[config.mk]
export PLATFORM = sky130hd
export DESIGN_NAME = mem_port_arbiter
export DESIGN_NICKNAME = d
export VERILOG_FILES = /design/src/rtl/mem_port_arbiter.sv
export SDC_FILE = /design/constraint.sdc
export NUM_CORES = 1
export LEC_CHECK = 0
export BUFFER_PORTS_ARGS = -buffer_cell sky130_fd_sc_hd__buf_4
export CAP_MARGIN = 20
export CORE_UTILIZATION = 30
export CTS_CLUSTER_DIAMETER = 120
export DETAILED_ROUTE_END_ITERATION = 8
export GPL_TIMING_DRIVEN = 1
export RECOVER_POWER = 50
export SYNTH_ARGS = -nofsm -noshare
export SYNTH_HDL_FRONTEND = slang
export SYNTH_SLANG_ARGS = --single-unit
[constraint.sdc]
create_clock -name clk -period 1.95 [get_ports clk]
set_clock_uncertainty 0.05 [all_clocks]
set_input_delay 0.195 -clock clk [delete_from_list [all_inputs] [get_ports clk]]
set_output_delay 0.195 -clock clk [all_outputs]
set_load 0.05 [all_outputs]
[src/rtl/mem_port_arbiter.sv]
// mem_port_arbiter: sequences one single-port memory shared by the boot
// loader, the data path and instruction fetch. One transaction in flight,
// fixed priority loader > data > fetch, with fetch aging so a steady data
// stream cannot starve instruction fetch indefinitely.
//
// Handshake: each requester holds xReq (with its address/data) at a level
// until it sees a one-cycle xAck; it drops xReq on the edge where it samples
// xAck=1. Inputs are captured at grant, so later changes to req/addr/data do
// not affect the transaction in flight.
module mem_port_arbiter #(
  parameter int ADDR_W     = 32,
  parameter int DATA_W     = 32,
  parameter int MEM_LAT    = 1,
  parameter int STARVE_MAX = 4
) (
  input  logic              clk,
  input  logic              rstN,
  input  logic              ldReq,
  input  logic [ADDR_W-1:0] ldAddr,
  input  logic [DATA_W-1:0] ldData,
  output logic              ldAck,
  input  logic              dReq,
  input  logic              dWr,
  input  logic [ADDR_W-1:0] dAddr,
  input  logic [DATA_W-1:0] dWData,
  output logic              dAck,
  output logic [DATA_W-1:0] dRData,
  input  logic              fReq,
  input  logic [ADDR_W-1:0] fAddr,
  output logic              fAck,
  output logic [DATA_W-1:0] fRData,
  output logic              memEn,
  output logic              memWr,
  output logic [ADDR_W-1:0] memAddr,
  output logic [DATA_W-1:0] memWData,
  input  logic [DATA_W-1:0] memRData,
  output logic              busy,
  output logic [1:0]        grantId,
  output logic [1:0]        stateDbg
);

  localparam logic [1:0] IDLE  = 2'd0;
  localparam logic [1:0] ISSUE = 2'd1;
  localparam logic [1:0] WAIT  = 2'd2;
  localparam logic [1:0] RESP  = 2'd3;

  localparam logic [1:0] ID_NONE  = 2'd0;
  localparam logic [1:0] ID_FETCH = 2'd1;
  localparam logic [1:0] ID_DATA  = 2'd2;
  localparam logic [1:0] ID_LOAD  = 2'd3;

  localparam int SCW = $clog2(STARVE_MAX + 1);
  localparam int WCW = (MEM_LAT > 1) ? $clog2(MEM_LAT) : 1;
  localparam logic [SCW-1:0] STARVE_TOP = SCW'(STARVE_MAX);
  localparam logic [WCW-1:0] WAIT_INIT  = WCW'(MEM_LAT - 1);

  logic [1:0]        state;
  logic [1:0]        curId;
  logic [1:0]        pickId;
  logic [ADDR_W-1:0] capAddr;
  logic [DATA_W-1:0] capData;
  logic              capWr;
  logic [WCW-1:0]    waitCnt;
  logic [SCW-1:0]    starveCnt;

  // Winner selection; fetch overtakes data only once it has been aged out.
  always_comb begin
    pickId = ID_NONE;
    if (ldReq) begin
      pickId = ID_LOAD;
    end else if (dReq && !(fReq && (starveCnt == STARVE_TOP))) begin
      pickId = ID_DATA;
    end else if (fReq) begin
      pickId = ID_FETCH;
    end
  end

  // Transaction FSM: capture at grant, strobe memory, wait for read data, ack.
  always_ff @(posedge clk) begin
    if (!rstN) begin
      state   <= IDLE;
      curId   <= ID_NONE;
      capAddr <= '0;
      capData <= '0;
      capWr   <= 1'b0;
      waitCnt <= '0;
      dRData  <= '0;
      fRData  <= '0;
    end else begin
      case (state)
        IDLE: begin
          if (pickId != ID_NONE) begin
            state <= ISSUE;
            curId <= pickId;
            case (pickId)
              ID_LOAD: begin
                capAddr <= ldAddr;
                capData <= ldData;
                capWr   <= 1'b1;
              end
              ID_DATA: begin
                capAddr <= dAddr;
                capData <= dWData;
                capWr   <= dWr;
              end
              default: begin
                capAddr <= fAddr;
                capData <= '0;
                capWr   <= 1'b0;
              end
            endcase
          end
        end
        ISSUE: begin
          if (capWr) begin
            state <= RESP;
          end else begin
            state   <= WAIT;
            waitCnt <= WAIT_INIT;
          end
        end
        WAIT: begin
          if (waitCnt == '0) begin
            state <= RESP;
            if (curId == ID_DATA) dRData <= memRData;
            if (curId == ID_FETCH) fRData <= memRData;
          end else begin
            waitCnt <= waitCnt - 1'b1;
          end
        end
        default: begin
          state <= IDLE;
          curId <= ID_NONE;
        end
      endcase
    end
  end

  // Fetch aging: count data wins over a waiting fetch, clear when fetch wins.
  always_ff @(posedge clk) begin
    if (!rstN) begin
      starveCnt <= '0;
    end else if (state == IDLE) begin
      if (pickId == ID_FETCH) begin
        starveCnt <= '0;
      end else if ((pickId == ID_DATA) && fReq && (starveCnt != STARVE_TOP)) begin
        starveCnt <= starveCnt + 1'b1;
      end
    end
  end

  // Outputs decoded from state so strobes and acks are confined to one state.
  always_comb begin
    memEn    = (state == ISSUE);
    memWr    = (state == ISSUE) && capWr;
    memAddr  = capAddr;
    memWData = capData;
    ldAck    = (state == RESP) && (curId == ID_LOAD);
    dAck     = (state == RESP) && (curId == ID_DATA);
    fAck     = (state == RESP) && (curId == ID_FETCH);
    busy     = (state != IDLE);
    grantId  = curId;
    stateDbg = state;
  end

endmodule
Word level (Yosys, flattened, before mapping)

Index checks and enable logic that the tools add are counted.

Output and inout port bits: 138
Flip-flop bits (word level): 137
Input bits: 198

Bitwise operators: 2
Muxes and demuxes: 17
Equal/unequal tests: 14
Reduce and logical (&&, ||, !) cells: 22
Add/sub/neg operators: 2

Operators by type and width:

| kind                  | number |
|---|---|
| $pmux W32 S2          | 2 |
| $eq A2 B2 Y1 const B  | 6 |
| $mux W2               | 5 |
| $reduce_and A2 Y1     | 5 |
| $logic_and A1 B1 Y1   | 8 |
| $reduce_bool A2 Y1    | 4 |
| $eq A2 B1 Y1 const B  | 3 |
| $mux W3               | 2 |
| $ne A2 B2 Y1 const B  | 3 |
| $pmux W2 S3           | 1 |
| $reduce_and A3 Y1     | 2 |
| $mux W1               | 4 |
| $pmux W1 S2           | 2 |
| $pmux W2 S2           | 1 |
| $add A3 B1 Y3 const B | 1 |
| $eq A3 B3 Y1 const B  | 1 |
| $ne A3 B3 Y1 const B  | 1 |
| $logic_not A2 Y1      | 1 |
| $not A1 Y1            | 2 |
| $reduce_or A2 Y1      | 1 |
| $logic_not A1 Y1      | 1 |
| $sub A1 B1 Y1 const B | 1 |

Depth between registers and ports, before layout

Gate-level depths: netlist of the first run.

Depth in word-level cells: 11
Mapped depth: 8

Least setup slack after synthesis of the first run

OpenSTA, ideal clock, no wires.

Kind: register -> register
Start: register state[0] (netlist: stateDbg[0])
End: register capData[11] (netlist: memWData[11])
Setup slack: -0.068 ns
Arrival time: 1.848 ns
Path buffers: 3
Cell stages (with the launch flop): 9
Cell sequence: dfxtp_1 > inv_1 > ha_1 > buf_4 > and2_1 > buf_2 > buf_2 > a22oi_1 > a21boi_1

Cells in the longest elaborated chain, start to end: 2

Ends and longest elaborated chain:

| what                               | RTL line | source |
|---|---|---|
| start: declaration                 | 57       | `logic [1:0] state;` |
| start signal: assignment           | 81       | `state <= IDLE;` |
| start signal: assignment           | 93       | `state <= ISSUE;` |
| start signal: assignment           | 116      | `state <= RESP;` |
| $logic_not A2 Y1                   | 90       | `case (state)` |
| $reduce_and A2 Y1 (no source line) | --       |  |
| end signal: assignment             | 98       | `capData <= ldData;` |
| end signal: assignment             | 103      | `capData <= dWData;` |
| end: declaration                   | 61       | `logic [DATA_W-1:0] capData;` |

No other way between the ends.
A chain may end at the register's enable or synchronous reset.

Final worst setup path of the first run

Start: register state[0] (netlist: stateDbg[0])
End: output port busy

Cells in the longest elaborated chain, start to end: 1

Ends and longest elaborated chain:

| what               | RTL line | source |
|---|---|---|
| $reduce_bool A2 Y1 | 161      | `busy = (state != IDLE);` |
| end: declaration   | 37       | `output logic busy,` |

No other way between the ends.

==> results of run 1 <==
==> registers in the layout, indices dropped and copies added, names as in the netlist <==
name	flops
stateDbg	2
dRData	32
grantId	2
capWr	1
fRData	32
memAddr	32
memWData	32
starveCnt	3
==> path summary, 6_finish.rpt <==
kind                    start     endpoint  depth (start not counted)
setup / recovery  stateDbg[0]         busy                          5
hold reg to reg     dRData[4]    dRData[4]                          2
setup reg to reg  stateDbg[0]  stateDbg[1]                          6
hold / removal       fAddr[7]   memAddr[7]                          3
==> repair_timing <==
action                     in CTS  in global routing
hold endpoints to repair      112                  2
setup endpoints to repair       0                  3
hold buffers                  102                  2
gates resized for setup         0                  1
==> worst max-delay path, delay by kind of cell (launching register included) <==
| kind | cells | cell delay, ns |
|---|---|---|
| adders and majority gates | 1 | 0.29 |
| buffers and inverters | 4 | 0.47 |
| DFF | 1 | 0.34 |
==> cell families (layout without fill, tap and decap cells) <==
kind of cell             Yosys count  in the layout
AO/OA/AOI/OAI                    272            272
adder cells (fa/ha/maj)            6              6
buffers and inverters             80            504
flip-flops                       136            136
multiplexers                       1              1
AND/OR/NAND/NOR                  224            224
==> final cells by class <==
class,instances,area share [%]
Multi-Input combinational cell,503,30.3
Inverter,7,0.257
Clock inverter,12,1.59
Clock buffer,20,4.47
Sequential cell,136,26.7
Timing Repair Buffer,465,33.4
Tap cell,270,3.31
==> placed cells by master (no fill, tap or decap), types with 7 or more instances in the layout <==
cell / instances
sky130_fd_sc_hd__dfxtp_1: 134
sky130_fd_sc_hd__clkbuf_16: 17
sky130_fd_sc_hd__o21ai_0: 67
sky130_fd_sc_hd__nand4_1: 32
sky130_fd_sc_hd__nand3_1: 35
sky130_fd_sc_hd__a22oi_2: 18
sky130_fd_sc_hd__a22oi_1: 14
sky130_fd_sc_hd__clkbuf_1: 133
sky130_fd_sc_hd__a21oi_1: 32
sky130_fd_sc_hd__inv_1: 7
sky130_fd_sc_hd__a21boi_2: 19
sky130_fd_sc_hd__buf_4: 215
sky130_fd_sc_hd__a31oi_1: 32
sky130_fd_sc_hd__dlygate4sd3_1: 104
sky130_fd_sc_hd__nand2_1: 133
sky130_fd_sc_hd__a21boi_0: 36
sky130_fd_sc_hd__a21boi_1: 47
sky130_fd_sc_hd__buf_12: 12
==> power by group through the flow <==
| stage | sequential [mW] | clock (mW) | combinational (mW) |
|---|---|---|---|
| floorplan | 5.67 | 0 | 1.73 |
| global placement | 3.74 | 0 | 5.50 |
| detailed placement | 3.75 | 0 | 5.51 |
| CTS | 3.70 | 3.49 | 5.68 |
| global route | 3.77 | 3.64 | 5.50 |
| finish | 3.68 | 3.40 | 5.21 |
==> per-layer routing <==
metal / part of all wire, % / up-vias / routed length, µm / GRT usage, %
met5: 0 / - / 0 / 0
met4: 2.2 / 0 / 510 / 7.89
met3: 7.8 / 36 / 1840 / 6.36
met2: 50 / 338 / 11800 / 37.6
met1: 40 / 3306 / 9520 / 25.3
li1: - / 3394 / - / -
==> flow_results.org, run 1 <==
** Detailed routing
- In the final routed layout, each cell accounts on average for around 17 µm.
- Vias per Instance :: between 5 and 6
- In the routed design, unresolved DRC markers number 0.
- The first detailed-routing pass ran for 5 iterations.
- Routed Wire Length :: 23.6 mm
- The routed layout has a little over 7k vias.
- Remaining antenna violation count :: 0
- The first routing iteration left 408 violations.

** Synthesis
- Gate count after technology mapping :: 719
- The synthesized netlist devotes 0% of its cell area to XOR and XNOR gates.
- Sequential element share of the synthesized area :: between 40% and 50%
- Mux cell area share after synthesis :: less than 1%
- Seq cells post-synth :: around 140
- The biggest area contributor in the post-synthesis netlist is sky130_fd_sc_hd__dfxtp_1.
- Yosys mapped a number of flops with a built-in enable equal to 0.
- Post-Synth Adder-Cell Area :: under 10%
- Leading cell type by number of instances after synthesis :: sky130_fd_sc_hd__dfxtp_1
- Top cells by instance count after synthesis :: sky130_fd_sc_hd__dfxtp_1, sky130_fd_sc_hd__nand2_1, sky130_fd_sc_hd__o21ai_0, sky130_fd_sc_hd__a21boi_1, sky130_fd_sc_hd__clkbuf_1
- After synthesis, the mean cell area works out to 8.63 µm².
- Among all flip-flop cells after synthesis, the most frequent one is sky130_fd_sc_hd__dfxtp_1.
- Synth Area in Compound Gates :: 31.1%
- Fraction of the mapped netlist area in simple logic gates :: about 17%
- In the synthesized netlist the async set-or-reset flop fraction comes to 0%.
- The mapped netlist covers 0.00621 mm².
- Share of the synthesized area in the top cell type :: a little over two fifths
- For this run, the number of Yosys warnings is 0.
- Net Count, Synth :: ~920
- Yosys mapped the design onto 40 distinct sky130hd cell types.
- Synth top area cells :: sky130_fd_sc_hd__dfxtp_1, sky130_fd_sc_hd__nand2_1, sky130_fd_sc_hd__a21boi_1
- Main combinational cell family by area after synthesis :: compound AO/OA/AOI/OAI gates

** Critical path
- Highest net fanout along the worst path :: 7
- At the worst endpoint, the arrival time is roughly 1.5 ns.
- Cells along the critical path :: inv_1, ha_2, buf_4, inv_1, buf_4
- STA classifies the critical path endpoint as a primary output.
- The worst setup path is launched from a flop.
- The worst register-to-register path has a setup slack of 0.26 ns.
- CP peak stage delay :: ~0.34 ns
- Data on the critical path is required at its endpoint by between 1.5 and 2 ns.
- Among all stages on the critical path, the largest delay is contributed by sky130_fd_sc_hd__dfxtp_2.
- Crit Path Category :: reg -> out

** Floorplanning
- Once the floorplan was initialized, standard cells occupied a little under a third of the core.
- Top-level I/O count :: approximately 340
- Core Rows :: 52
- Area enclosed by the die boundary :: 0.0213 mm²
- Vertical die dimension :: approximately 150 µm
- Area of the core region :: 0.0202 mm²
- The die is 146 µm wide.

** Hold path
- The path class of the tightest hold or removal check is in -> reg.

** Power
- Across the VDD grid, the largest voltage drop is 0.000720 V.
- Internal power summed over all cells :: between 6 and 7 mW
- Net switching is between 40% and 50% of the power.
- In this run the static leakage power is about 3.9 nW.
- Share of power burned in registers :: 30.0%
- Combinational Power Share :: between 40% and 50%
- Overall power consumption after layout is estimated at approximately 12 mW.
- In this run the power density over the cells is between 1000 and 1500 mW/mm².
- The clock network burns 27.7% of the power.
- Sw Pwr :: 5.33 mW

** Job
- Reported max-cap violation count :: 0

** Final layout
- Layout cells sized above 1 :: between 20% and 30%
- Storage element area :: between 0.002 and 0.003 mm²
- Final core utilization :: around half
- In the final layout, the multi-input gates occupy 0.00310 mm².
- Cell area after layout :: roughly 0.010 mm²
- Fill count :: slightly above 2k
- Once layout is complete, the cells apart from fillers number between 1k and 1.5k.
- For this run, the post-layout net count is approximately 1.3k.
- The area growth from synthesis to layout is 64.5%.
- Total inserted antenna cells :: 0

** Clock network
- Counting every sink on the clock net gives ~140.
- The tree is rooted in a sky130_fd_sc_hd__clkbuf_16.
- After clock tree synthesis, the clock-pin slew on the worst setup and hold paths is about 0.060 ns.
- Buffers inserted during clock tree synthesis total 17.
- Buffer levels on the longest clock path :: 2
- TritonCTS built the clock tree.
- CTS built an H-tree with a depth of 4.
- The clock reaches the later pin of the worst-skew pair after approximately 0.41 ns.
- In this run the post-CTS setup repair buffer count came out at 0.

** GRT
- The number of global-route vias before repair is 7,084.
- Global routing finished with a remaining overflow of 0.
- Largest net degree at the start of global routing :: between 60 and 70
- The initial antenna violation count was 0.
- Overall Global Routing Usage :: a little over a fifth
- First-pass GRT wire length :: 36.7 mm

** Timing
- Headroom to the max-slew limit came out at between 40 and 50%.
- Setup repair after global routing left no endpoint under its margin.
- For the pin with the worst max-slew slack, the measured transition is 0.816 ns.
- Based on the critical path, the design can be clocked at up to 564 MHz.
- Period utilization :: around nine tenths
- Slew Viols, Final :: 0
- Final setup viols :: 0
- Hold Vio Cnt, Final :: 0
- Min Tclk post-route :: roughly 1.8 ns
- Worst Setup Slack, final :: 0.177 ns
- Worst hold slack across all endpoints :: 0.0225 ns
- Adding up every negative setup slack in the final design gives 0 ns.

** Placement
- Detailed placer's ending HPWL :: approximately 15 mm
- Number of cells after detailed placement :: between 1k and 1.5k
- The congestion estimate from routability-driven global placement came to about 0.8.
- Prior to clock tree synthesis, the placed netlist has a worst setup slack of between 0.15 and 0.2 ns.
- The placed instances occupy a cell area of 0.00907 mm².
- The count of buffers added on input and output ports is 335.

** Run status
- The run finished with clean final reports.
Power figures use the tool's default switching activity.
==> run 2: changes to the inputs <==
--- a/config.mk
+++ b/config.mk
@@ -11,7 +11,6 @@
 export CTS_CLUSTER_DIAMETER = 120
 export DETAILED_ROUTE_END_ITERATION = 8
 export GPL_TIMING_DRIVEN = 1
-export RECOVER_POWER = 50
 export SYNTH_ARGS = -nofsm -noshare
 export SYNTH_HDL_FRONTEND = slang
 export SYNTH_SLANG_ARGS = --single-unit
==> run 2 against run 1 <==
  * Register-to-register slack is essentially flat
  * Sequential cell count is the same
  * Critical path depth unchanged
  * Die area unchanged
==> flow_results.org, run 2 (synthesized netlist as in run 1, its figures left out) <==
** Placement
- The standard cell area after detailed placement is 0.00907 mm² (unchanged).
- The worst-case setup slack after placement was 0.161 ns (unchanged).
- The number of buffers added on ports is 335 (unchanged).
- The detailed placer's ending HPWL came to 15.2 mm (unchanged).
- Routability cong. :: 0.797 (unchanged)

** Final layout
- The footprint of the multi-input gates was 0.00310 mm² (unchanged).
- The antenna diode count is 0 (unchanged).
- The net count of the finished layout came to 1,334 (unchanged).
- Layout overhead on the synthesized area :: 72.9%
- In the layout the commonest cells are sky130_fd_sc_hd__buf_4, sky130_fd_sc_hd__dfxtp_1, sky130_fd_sc_hd__nand2_1, sky130_fd_sc_hd__dlygate4sd3_1, sky130_fd_sc_hd__o21ai_0.
- The area occupied by registers is 0.00273 mm² (unchanged).
- The share of layout cells above drive strength 1 is 38.2% (+12 points).
- The cell area after layout is 0.0107 mm² (+5.1%).
- Most frequent standard cell in the layout excluding fill and tap cells :: sky130_fd_sc_hd__buf_4
- Fill count :: 1,905 (-7.8%)

** Critical path
- STA classifies the critical path endpoint as a primary output.
- The critical path is of the reg -> out type.
- The signal on the critical path passes through inv_1, ha_2, buf_4, inv_1, buf_4.
- CP peak stage delay :: 0.34 ns (about the same)
- Family with the most delay on the worst path :: buffers and inverters
- The largest individual stage delay along the critical path comes from the cell sky130_fd_sc_hd__dfxtp_2.
- Total buffers and inverters traversed by the critical path :: 4 (unchanged)
- The worst-path maximum fanout was 7 (unchanged).
- Crit path required time :: 1.70 ns (about the same)
- The data arrival time of the worst path was 1.53 ns (about the same).
- STA classifies the critical path startpoint as a flop.

** Floorplanning
- The number of top-level pins is 336 (unchanged).
- Vertical die dimension :: 146 µm (unchanged)
- Area enclosed by the die boundary :: 0.0213 mm² (unchanged)
- The core region area came to 0.0202 mm² (unchanged).
- Die width :: 146 µm (unchanged)
- The standard-cell row count is 52 (unchanged).
- Effective utilization at floorplan :: 30.7% (unchanged)

** Clock network
- The clock-pin slew on the worst setup and hold paths is 0.06 ns (about the same).
- TritonCTS built the clock tree.
- Sink count of the clock tree :: 136 (unchanged)
- The number of buffers inserted during clock tree synthesis was 17 (unchanged).
- Buffer levels on the longest clock path :: 2 (unchanged)
- The clock insertion delay at the later pin of the skew report is 0.41 ns (about the same).
- The number of setup buffers added after CTS was 0 (unchanged).
- The number of H-tree levels came to 4 (unchanged).
- In this run the clock root is driven by a sky130_fd_sc_hd__clkbuf_16.

** Detailed routing
- The via density per instance is 5.00 (about the same).
- The final wirelength is 23.5 mm (-0.60%).
- The total iterations of the first detailed-routing run is 7 (+2).
- Number of violations reported at the end of detailed-routing iteration 0 :: 506 (+24%)
- Total via count in the routed design :: 7,070 (-0.057%)
- Routed len/inst :: 16.6 µm (-0.60%)
- Number of remaining DRC errors :: 0 (unchanged)
- The number of nets with antenna violations after detailed routing was 0 (unchanged).

** GRT
- Total overflow reported by the global router :: 0 (unchanged)
- Overall Global Routing Usage :: 21.7% (unchanged)
- Via count of the first global-routing pass :: 7,084 (unchanged)
- The pin count of the biggest net entering global routing is 63 (unchanged).
- First-pass GRT wire length :: 36.7 mm (unchanged)
- Number of antenna violations at the first check in global routing :: 0 (unchanged)

** Timing
- Slew Viols, Final :: 0 (unchanged)
- The worst slew margin relative to its limit came to 45.5% (-0.11 points).
- Final setup viols :: 0 (unchanged)
- The worst-case setup margin in the final layout was 0.176 ns (-0.00161 ns).
- The measured slew at the worst slew-check pin is 0.818 ns (+0.00166 ns).
- Period utilization :: 91.0% (about the same)
- The achievable clock frequency was 564 MHz (about the same).
- Min Tclk post-route :: 1.77 ns (+0.00161 ns)
- Unrepaired setup endpoints after global routing :: false
- The accumulated negative setup slack came to 0 ns (unchanged).
- Hold Vio Cnt, Final :: 0 (unchanged)

** Power
- Pwr Density :: 1190 mW/mm² (-1.1%)
- Pleak :: 4.47 nW (+14%)
- The maximum resistive drop on vdd was 0.000750 V (+4.2%).

** Hold path
- Worst hold path class :: in -> reg

** Run status
- The flow ran to the end, and the final reports show no timing, DRC or antenna violations.

** Job
- The max-cap violation count was 0 (unchanged).
==> run 2: cell count changes in the layout (fill, tap and decap cells not counted) <==
cell	before	now
sky130_fd_sc_hd__a21boi_1	47	48
sky130_fd_sc_hd__buf_4	215	347
sky130_fd_sc_hd__clkbuf_4	2	0
sky130_fd_sc_hd__a21boi_0	36	35
sky130_fd_sc_hd__clkbuf_1	133	1
sky130_fd_sc_hd__buf_12	12	14
==> run 2: layout make-up <==
class	count	area share (%)
clock inverters	12	1.52
clock buffers	20	4.26
inverters	7	0.245
multi-input cells	503	28.8
repair buffers	465	36.6
well taps	270	3.15
flip-flops and latches	136	25.4
==> run 2: worst reg2reg max path, stage by stage, from the launching register on <==
cell and delay, ns:
sky130_fd_sc_hd__dfxtp_2 0.34, sky130_fd_sc_hd__inv_1 0.08, sky130_fd_sc_hd__ha_2 0.29, sky130_fd_sc_hd__buf_4 0.18
sky130_fd_sc_hd__nor4b_4 0.35, sky130_fd_sc_hd__mux2i_1 0.23, sky130_fd_sc_hd__nor2b_1 0.06
==> run 2: through the flow <==
step,hold slack (ns),total power [mW],instances,utilization (%)
2_1_floorplan,0.280,7.40,719,-
3_3_place_gp,0.392,9.24,1277,44.8
3_5_place_dp,0.397,9.26,1277,44.8
4_1_cts,0.000493,12.9,1411,52.9
5_1_grt,0.000719,13.4,1413,53.0
6_report,0.0250,12.8,1413,53.0
==> run 2: worst paths after layout <==
check / start / end / slack (ns) / cells after the start
worst min-delay path: ldData[28] / memWData[28] / 0.03 / 3
worst min register to register: dRData[15] / dRData[15] / 0.40 / 2
worst max-delay path: stateDbg[0] / busy / 0.18 / 5
worst max register to register: stateDbg[0] / stateDbg[1] / 0.26 / 6
==> run 2: power breakdown <==
part / switching (mW) / internal, mW
clock: 1.30 / 2.10
combinational: 3.69 / 2.00
sequential: 0.344 / 3.36
==> run 2: metal layers <==
metal | part of all wire (%) | GRT usage, % | vias to the layer above
met3 | 7.4 | 6.36 | 34
met4 | 2.2 | 7.89 | 0
met1 | 41 | 25.3 | 3331
li1 | - | - | 3395
met2 | 50 | 37.6 | 310
met5 | 0 | 0 | -
==> run 2: what timing repair did <==
action / 4_1_cts / 5_1_grt
hold endpoints to repair: 112 / 2
setup endpoints to repair: 0 / 3
gates resized for setup: 0 / 1
hold buffers: 102 / 2
